File: config.mk
export PLATFORM = sky130hd
export DESIGN_NAME = pool_sched
export DESIGN_NICKNAME = d
export VERILOG_FILES = /design/src/rtl/pool_sched_pkg.sv /design/src/rtl/pool_sched_fifo.sv /design/src/rtl/pool_sched.sv
export SDC_FILE = /design/constraint.sdc
export NUM_CORES = 1
export LEC_CHECK = 0
export ABC_AREA = 1
export CORE_ASPECT_RATIO = 0.6
export CORE_MARGIN = 4
export CORE_UTILIZATION = 25
export DETAILED_ROUTE_END_ITERATION = 10
export GPL_TIMING_DRIVEN = 0
export HOLD_SLACK_MARGIN = 0.06
export PLACE_DENSITY_LB_ADDON = 0.15
export REMOVE_ABC_BUFFERS = 1
export SYNTH_ARGS = -nofsm -noshare
export SYNTH_HDL_FRONTEND = slang
export SYNTH_SLANG_ARGS = --single-unit
File: constraint.sdc
create_clock -name clk -period 18.4 [get_ports clk]
set_clock_uncertainty 0.15 [all_clocks]
set_input_delay 2.76 -clock clk [delete_from_list [all_inputs] [get_ports clk]]
set_output_delay 2.76 -clock clk [all_outputs]
set_load 0.01 [all_outputs]
File: src/rtl/pool_sched_pkg.sv
// Shared types for the pooling-layer scheduler: FSM encoding, command layout,
// legal feature lengths and the expected-beat arithmetic.
package pool_sched_pkg;

  typedef enum logic [2:0] {
    S_IDLE      = 3'd0,
    S_LOAD      = 3'd1,
    S_START     = 3'd2,
    S_WAIT_DONE = 3'd3,
    S_RELEASE   = 3'd4,
    S_REPORT    = 3'd5
  } state_t;

  localparam int FLEN_W = 6;
  localparam int CH_W   = 9;
  localparam int EXP_W  = 16;

  localparam logic [FLEN_W-1:0] FLEN_4  = 6'd4;
  localparam logic [FLEN_W-1:0] FLEN_8  = 6'd8;
  localparam logic [FLEN_W-1:0] FLEN_16 = 6'd16;
  localparam logic [FLEN_W-1:0] FLEN_32 = 6'd32;

  typedef struct packed {
    logic [FLEN_W-1:0] flen;
    logic [CH_W-1:0]   in_channel;
  } cmd_t;

  localparam int CMD_W = $bits(cmd_t);

  function automatic logic cmd_legal(cmd_t c);
    return (c.flen inside {FLEN_4, FLEN_8, FLEN_16, FLEN_32}) && (c.in_channel != '0);
  endfunction

  // (flen*flen/16)*in_channel; largest legal case is 64*511 = 32704.
  function automatic logic [EXP_W-1:0] calc_expected(cmd_t c);
    logic [11:0] sq;
    sq = 12'(c.flen) * 12'(c.flen);
    return EXP_W'(sq[11:4]) * EXP_W'(c.in_channel);
  endfunction

endpackage

File: src/rtl/pool_sched_fifo.sv
// Command queue: single-clock FIFO with combinational head read.
// A push while full is ignored; the owner gates push with !full.
module sync_fifo #(
  parameter int WIDTH = 15,
  parameter int DEPTH = 4
) (
  input  logic             clk,
  input  logic             rstn,
  input  logic             push,
  input  logic [WIDTH-1:0] push_data,
  input  logic             pop,
  output logic [WIDTH-1:0] pop_data,
  output logic             full,
  output logic             empty
);

  localparam int AW = (DEPTH > 1) ? $clog2(DEPTH) : 1;
  localparam logic [AW:0] DEPTH_C = (AW+1)'(DEPTH);

  logic [WIDTH-1:0] mem [DEPTH];
  logic [AW-1:0]    wr_ptr, rd_ptr;
  logic [AW:0]      count;
  logic             do_push, do_pop;

  assign full     = (count == DEPTH_C);
  assign empty    = (count == '0);
  assign do_push  = push && !full;
  assign do_pop   = pop && !empty;
  assign pop_data = mem[rd_ptr];

  always_ff @(posedge clk) begin
    if (do_push) mem[wr_ptr] <= push_data;
  end

  always_ff @(posedge clk or negedge rstn) begin
    if (!rstn) begin
      wr_ptr <= '0;
      rd_ptr <= '0;
      count  <= '0;
    end else begin
      if (do_push) wr_ptr <= wr_ptr + 1'b1;
      if (do_pop)  rd_ptr <= rd_ptr + 1'b1;
      case ({do_push, do_pop})
        2'b10:   count <= count + 1'b1;
        2'b01:   count <= count - 1'b1;
        default: count <= count;
      endcase
    end
  end

endmodule

File: src/rtl/pool_sched.sv
// Layer scheduler for the pooling datapath: queues layer commands, drives a
// two-phase start/done handshake and audits the output stream per layer.
module pool_sched
  import pool_sched_pkg::*;
#(
  parameter int FIFO_DEPTH     = 4,
  parameter int TIMEOUT_CYCLES = 65535
) (
  input  logic              clk,
  input  logic              rstn,
  input  logic              cmd_valid,
  output logic              cmd_ready,
  input  logic [FLEN_W-1:0] cmd_flen,
  input  logic [CH_W-1:0]   cmd_in_channel,
  output logic              pool_start,
  input  logic              pool_done,
  output logic [FLEN_W-1:0] flen,
  output logic [CH_W-1:0]   in_channel,
  input  logic              mon_tvalid,
  input  logic              mon_tready,
  input  logic              mon_tlast,
  input  logic              err_clr,
  output logic              busy,
  output logic              irq,
  output logic              err_cfg,
  output logic              err_timeout,
  output logic              err_beat,
  output logic [15:0]       beat_count,
  output logic [15:0]       layers_done
);

  state_t           state, state_n;
  cmd_t             wr_cmd, head;
  logic             fifo_full, fifo_empty, push, pop, legal;
  logic [EXP_W-1:0] exp_beats, bcnt, bcnt_inc, tlast_pos;
  logic [1:0]       tlast_cnt;
  logic [31:0]      wait_cnt;
  logic             beat_fire, set_cfg, set_to, set_beat;

  assign wr_cmd    = '{flen: cmd_flen, in_channel: cmd_in_channel};
  assign cmd_ready = !fifo_full;
  assign push      = cmd_valid && cmd_ready;
  assign pop       = (state == S_LOAD);
  assign legal     = cmd_legal(head);
  assign busy      = (state != S_IDLE);

  sync_fifo #(.WIDTH(CMD_W), .DEPTH(FIFO_DEPTH)) u_cmd_q (
    .clk       (clk),
    .rstn      (rstn),
    .push      (push),
    .push_data (wr_cmd),
    .pop       (pop),
    .pop_data  (head),
    .full      (fifo_full),
    .empty     (fifo_empty)
  );

  assign beat_fire = mon_tvalid && mon_tready &&
                     (state inside {S_START, S_WAIT_DONE, S_RELEASE});
  assign bcnt_inc  = (bcnt == '1) ? bcnt : bcnt + 1'b1;

  assign set_cfg  = (state == S_LOAD) && !legal;
  assign set_to   = (state == S_WAIT_DONE) && (wait_cnt == 32'(TIMEOUT_CYCLES - 1));
  // tlast must appear exactly once and sit on the final counted beat.
  assign set_beat = (state == S_REPORT) &&
                    ((bcnt != exp_beats) || (tlast_cnt != 2'd1) || (tlast_pos != bcnt));

  always_ff @(posedge clk or negedge rstn) begin
    if (!rstn) state <= S_IDLE;
    else       state <= state_n;
  end

  always_comb begin
    state_n = state;
    case (state)
      S_IDLE:      if (!fifo_empty) state_n = S_LOAD;
      S_LOAD:      state_n = legal ? S_START : S_IDLE;
      S_START:     state_n = S_WAIT_DONE;
      S_WAIT_DONE: if (pool_done) state_n = S_RELEASE;
      S_RELEASE:   if (!pool_done) state_n = S_REPORT;
      S_REPORT:    state_n = S_IDLE;
      default:     state_n = S_IDLE;
    endcase
  end

  always_ff @(posedge clk or negedge rstn) begin
    if (!rstn) begin
      pool_start  <= 1'b0;
      flen        <= '0;
      in_channel  <= '0;
      exp_beats   <= '0;
      bcnt        <= '0;
      tlast_pos   <= '0;
      tlast_cnt   <= '0;
      wait_cnt    <= '0;
      irq         <= 1'b0;
      err_cfg     <= 1'b0;
      err_timeout <= 1'b0;
      err_beat    <= 1'b0;
      beat_count  <= '0;
      layers_done <= '0;
    end else begin
      irq <= set_cfg || ((state == S_RELEASE) && !pool_done);

      if ((state == S_LOAD) && legal) begin
        flen       <= head.flen;
        in_channel <= head.in_channel;
        exp_beats  <= calc_expected(head);
        pool_start <= 1'b1;
      end else if ((state == S_WAIT_DONE) && pool_done) begin
        pool_start <= 1'b0;
      end

      if (state == S_LOAD) begin
        bcnt      <= '0;
        tlast_pos <= '0;
        tlast_cnt <= '0;
        wait_cnt  <= '0;
      end else begin
        if (beat_fire) begin
          bcnt <= bcnt_inc;
          if (mon_tlast) begin
            tlast_pos <= bcnt_inc;
            if (tlast_cnt != 2'd3) tlast_cnt <= tlast_cnt + 1'b1;
          end
        end
        if ((state == S_WAIT_DONE) && (wait_cnt < 32'(TIMEOUT_CYCLES)))
          wait_cnt <= wait_cnt + 1'b1;
      end

      if (state == S_REPORT) begin
        beat_count  <= bcnt;
        layers_done <= layers_done + 1'b1;
      end

      // A set event in the same cycle as err_clr keeps the flag.
      err_cfg     <= set_cfg  || (err_cfg     && !err_clr);
      err_timeout <= set_to   || (err_timeout && !err_clr);
      err_beat    <= set_beat || (err_beat    && !err_clr);
    end
  end

endmodule
After elaboration in Yosys (flattened, before gate mapping)
Memory sizes are Yosys's and may differ from the RTL's.
Index checks and enable logic that the tools add are counted.
Cells by class
  order comparisons: 1
  equal/unequal tests: 21
  mux-type cells: 22
  multipliers: 2
  reductions and logical operators: 42
  $add $sub $neg: 8
Operators with widths (number)
  16-bit 2-to-1 mux: 6
  32-bit 2-to-1 mux: 2
  16-bit by 1-bit adder with 16-bit output, second input constant: 2
  32-bit by 1-bit adder with 32-bit output, second input constant: 1
  32-bit by 16-bit equality test with 1-bit output, second input constant: 1
  32-bit by 16-bit less-than comparator with 1-bit output, second input constant: 1
  16-bit != test: 2
  16-bit equality test, second input constant: 1
  1-bit logical AND: 16
  8-bit by 9-bit multiplier with 16-bit output: 1
  3-bit case mux with 5 select lines: 1
  6-bit by 6-bit multiplier with 12-bit output: 1
  2-bit nonzero test: 6
  2-bit 2-to-1 mux: 5
  3-bit equality test, second input constant: 3
  3-bit 2-to-1 mux: 3
  9-bit nonzero test: 1
  2-bit != test, second input constant: 4
  2-bit by 1-bit adder with 2-bit output, second input constant: 3
  3-bit by 2-bit equality test with 1-bit output, second input constant: 2
  6-bit by 3-bit equality test with 1-bit output, second input constant: 1
  6-bit by 4-bit equality test with 1-bit output, second input constant: 1
  6-bit by 5-bit equality test with 1-bit output, second input constant: 1
  6-bit equality test, second input constant: 1
  15 further kinds: 30
Word-level totals
  RAM bits: 60
  bits in registers: 144
  logic and storage cells: 115
  output and inout bits: 54
  memories: 1
  input port bits: 23
Memories
  u_cmd_q.mem: depth 4, bits a word 15, rd ports 1, clocked after memory_dff 0, wr ports 1, line pool_sched_fifo.sv:20  | logic [WIDTH-1:0] mem [DEPTH];

Longest topological paths before layout
An unclocked memory read counts as a cell.
  word-level depth: 7
  gate-level depth with buffers: 44
  gate-level depth less buffers: 42

By module
From an unflattened synthesis, not the netlist that was laid out.
Unflattened totals
  cells, all modules: 1460
  area total of the unflattened synthesis: 12602.1 µm²
Modules (own cells, without submodules)
  pool_sched: times used 1, sequential area each 3428.3 µm², area an instance 9734.3 µm², cells an instance 1224
  sync_fifo: times used 1, sequential area each 1976.9 µm², area an instance 2867.8 µm², cells an instance 236

Least setup slack after synthesis
No wires, ideal clock.
  kind: register to register
  start point: reg u_cmd_q.rd_ptr[0]
  end point: reg exp_beats[11]
  stages on the path, launching flop included: 34
  arrival time: 6975 ps
  data required time: 18129 ps
  path buffers: 2
  setup time: 121 ps
  clock period less this slack: 7247 ps
  slack: 11153 ps
  cells stage by stage: dfrtp_1 -> buf_6 -> buf_4 -> nand2_1 -> nand3_1 -> nand2_4 -> nor2_1 -> fa_1 -> inv_1 -> fa_1 -> inv_1 -> fa_1 -> ha_1 -> or2_2 -> nand3_1 -> nand2_1 -> nand2_1 -> nand2_1 -> inv_1 -> nor2_1 -> fa_1 -> inv_1 -> fa_1 -> inv_1 -> fa_1 -> inv_1 -> fa_1 -> inv_1 -> ha_1 -> a21oi_1 -> o21ai_0 -> a21oi_1 -> xor2_1 -> o21ai_2
Between the ends
  word-level cells in the longest chain between the ends: 5
  elaborated cells between the ends (all ways): 11
  those cells by class: mul (2); eq/ne (4); reduce/logical (4); memory (1)
Ends and longest elaborated chain
  start: declaration: line pool_sched_fifo.sv:21  | logic [AW-1:0] wr_ptr, rd_ptr;
  start signal: assignment: line pool_sched_fifo.sv:42  | if (do_pop) rd_ptr <= rd_ptr + 1'b1;
  memory 4 x 15 bit (*)
  branches (longest 4 deep; another with 8-bit by 9-bit multiplier with 16-bit output)
  end signal: assignment: line pool_sched.sv:108  | exp_beats <= calc_expected(head);
  end: declaration: line pool_sched.sv:35  | logic [EXP_W-1:0] exp_beats, bcnt, bcnt_inc, tlast_pos;
Mark *: on every way between the ends.
A chain may end at the register's enable or synchronous reset.

Final worst setup path
  start point: reg u_cmd_q.rd_ptr[0]
  end point: reg exp_beats[14]
The elaborated chain is that of the path after synthesis.

==> impl_metrics.json <==
{
  "outcome": "finished clean",
  "path_clk_slew_ns": 0.07,
  "r2r_setup_slack_ns": 8.84,
  "route.detailed.drc": 0,
  "netlist.top_cell.by_area": "dfrtp_1",
  "netlist.area_leader.share": 0.2903,
  "synth_area_um2": 12410,
  "die-area_um2": 53400,
  "antenna_found_initial": 0,
  "drive_gt1_frac": 0.06025,
  "grt_max_degree": 78,
  "routed_via_density": 4.422,
  "drv_cap": 0,
  "crit_family": "adder cells",
  "timing.final.crit_period_ns": 9.559,
  "r2r_start": "u_cmd_q.rd_ptr[0]$_DFFE_PN0P_",
  "rr_worst_depth": 30,
  "synth-async-reset-ratio": 0.7059,
  "whs_ns": 0.3135,
  "die_width_um": 295.7,
  "critPathKind": "reg -> reg",
  "startpoint_type": "flop",
  "cts.sinks": 204,
  "rows": 62,
  "netlist_top_cells_area": "dfrtp_1 (29%), edfxtp_1 (15%), nand2_1 (10%)",
  "synth_edf_count": 60,
  "synth_cells": 1435,
  "worst_skew_pair.late_latency_ns": 0.53,
  "die_h_um": 180.6,
  "r2r-end": "exp_beats[14]$_DFFE_PN0P_",
  "yosys_warnings": 0,
  "firstDrtPassIters": 7,
  "n_antenna_cell": 0,
  "synth_ff_type": "dfrtp_1",
  "max_freq_ghz": 0.1046,
  "cp.required_ns": 18.73,
  "cts.repair.resized": 0,
  "hold_buffers": 0,
  "cts_max_path_buffers": 3,
  "track_usage": 0.1302,
  "worstPathArrival_ns": 9.89,
  "synth_area_per_cell_um2": 8.651,
  "synth.most_common_cell": "nand2_1",
  "initial_utilization": 0.2561,
  "ys_seq_area_frac": 0.4354,
  "io_buffers": 76,
  "grt-ovfl-total": 0,
  "rsz0062_at_grt": "no",
  "ys_ff_latch": 204,
  "yosys-top-cells-count": "nand2_1 (335), inv_1 (217), dfrtp_1 (144), nor2_1 (131), nand3_1 (124)",
  "min_to": "wait_cnt[29]$_DFFE_PN0P_",
  "tns_ns": 0,
  "relSlewSlack": 0.1452,
  "dpl.hpwl_um": 25140,
  "final_nets": 1640,
  "cpMaxStageDelayCell": "dfrtp_1",
  "grt_pass1_wl_um": 55340,
  "hold_viol_final": 0,
  "wire_per_inst_um": 15.58,
  "critPathMostFrequentCell": "fa_1",
  "final.period_utilization": 0.5195,
  "cts_setup_buffers": 0,
  "gp_congestion": 0.8196,
  "core_area_um2": 48480,
  "cts_tree": "yes",
  "hold_path.class": "reg -> reg",
  "wl_um": 33770,
  "slew_violations": 0,
  "yosysUniqueCellTypes": 43,
  "design_area_um2": 14750,
  "cts_max_level": 1,
  "placed_area_um2": 13940,
  "vias": 9583,
  "post-route-util": 0.3042,
  "worstMarginPinSlew_ns": 1.282,
  "path_buf_inv": 6,
  "fillers": 5097,
  "cts_root_buf": "clkbuf_16",
  "cp_max_fo": 33,
  "syn2layout_area_growth_pct": 18.81,
  "end_kind": "flop",
  "drtIter0Drc": 727,
  "slowest_delay_ns": 1.19,
  "boundaryPins": 77,
  "worstHoldStart": "wait_cnt[29]$_DFFE_PN0P_",
  "cts-buffers-inserted": 24,
  "grt_pass1_vias": 9517,
  "hold_depth": 2,
  "setup_viol": 0,
  "ant_nets": 0
}
[kinds of logic after synthesis]
group	Yosys count	synth area share
AO/OA/AOI/OAI	150	0.07226
XOR/XNOR	61	0.04304
adder cells (fa/ha/maj)	108	0.1391
buffers and inverters	258	0.08607
flip-flops	204	0.4354
AND/OR/NAND/NOR	654	0.2241
[metal layers]
metal,part of all wire,up-vias,GRT usage,wire length (µm)
li1,-,4744,-,-
met1,0.54,4621,0.2142,18370
met2,0.39,187,0.1764,13170
met3,0.048,31,0.01860,1617
met4,0.018,0,0.02595,611
met5,0,-,0,0
[per-stage QoR]
step	worst slack [ns]	std cells
floorplan	10.61	1398
global placement	7.664	2114
detailed placement	8.878	2123
CTS	8.834	2167
global route	8.253	2167
finish	8.841	2167
[layout by cell type, fill, tap and decap left out, types with 19 or more instances in the layout]
cell             count
nor3_1              19
fa_1                50
nand2_1            335
o21ai_0             71
clkdlybuf4s50_1     75
clkbuf_16           27
inv_1              216
nand3_1            124
dfrtp_1            144
nor2_1             127
xnor2_1             19
edfxtp_1            60
ha_1                58
xor2_1              42
[tightest hold or removal path, cell delays in order, from the launching register on]
cell and delay (ns):
dfrtp_1 0.34, nand2_1 0.05, inv_1 0.04
[final cells by class]
class	instances	area, µm²	area share
clock buffer	35	735.7	0.04988
multi-input combinational	973	5957	0.4039
sequential	204	5405	0.3665
inverter	221	834.6	0.05658
timing repair buffer	85	943.4	0.06396
clock inverter	9	72.57	0.004920
tap	640	800.8	0.05429
[sequential cells by signal, indices dropped and copies added, names as in the netlist]
name and cells:
u_cmd_q.mem 60, wait_cnt 32, bcnt 16, beat_count 16, exp_beats 16, layers_done 16
tlast_pos 16, in_channel 9, flen 6, state 3, u_cmd_q.count 3, tlast_cnt 2
u_cmd_q.rd_ptr 2, u_cmd_q.wr_ptr 2, err_beat 1, err_cfg 1, err_timeout 1, irq 1
pool_start 1
[worst max path at each step]
stage | start | end | slack [ns] | cells past startpoint
6_report | u_cmd_q.rd_ptr[0]$_DFFE_PN0P_ | exp_beats[14]$_DFFE_PN0P_ | 8.84 | 30
5_1_grt | u_cmd_q.rd_ptr[0]$_DFFE_PN0P_ | exp_beats[14]$_DFFE_PN0P_ | 8.25 | 30
4_1_cts | u_cmd_q.rd_ptr[0]$_DFFE_PN0P_ | exp_beats[14]$_DFFE_PN0P_ | 8.83 | 30
3_5_place_dp | u_cmd_q.rd_ptr[0]$_DFFE_PN0P_ | exp_beats[14]$_DFFE_PN0P_ | 8.88 | 30
3_3_place_gp | rstn | flen[0]$_DFFE_PN0P_ | 7.66 | 1
2_1_floorplan | u_cmd_q.rd_ptr[0]$_DFFE_PN0P_ | exp_beats[11]$_DFFE_PN0P_ | 10.61 | 32
Power is not shown: default switching activity piles up to over one toggle a cycle in this logic, so the estimate is an artifact.
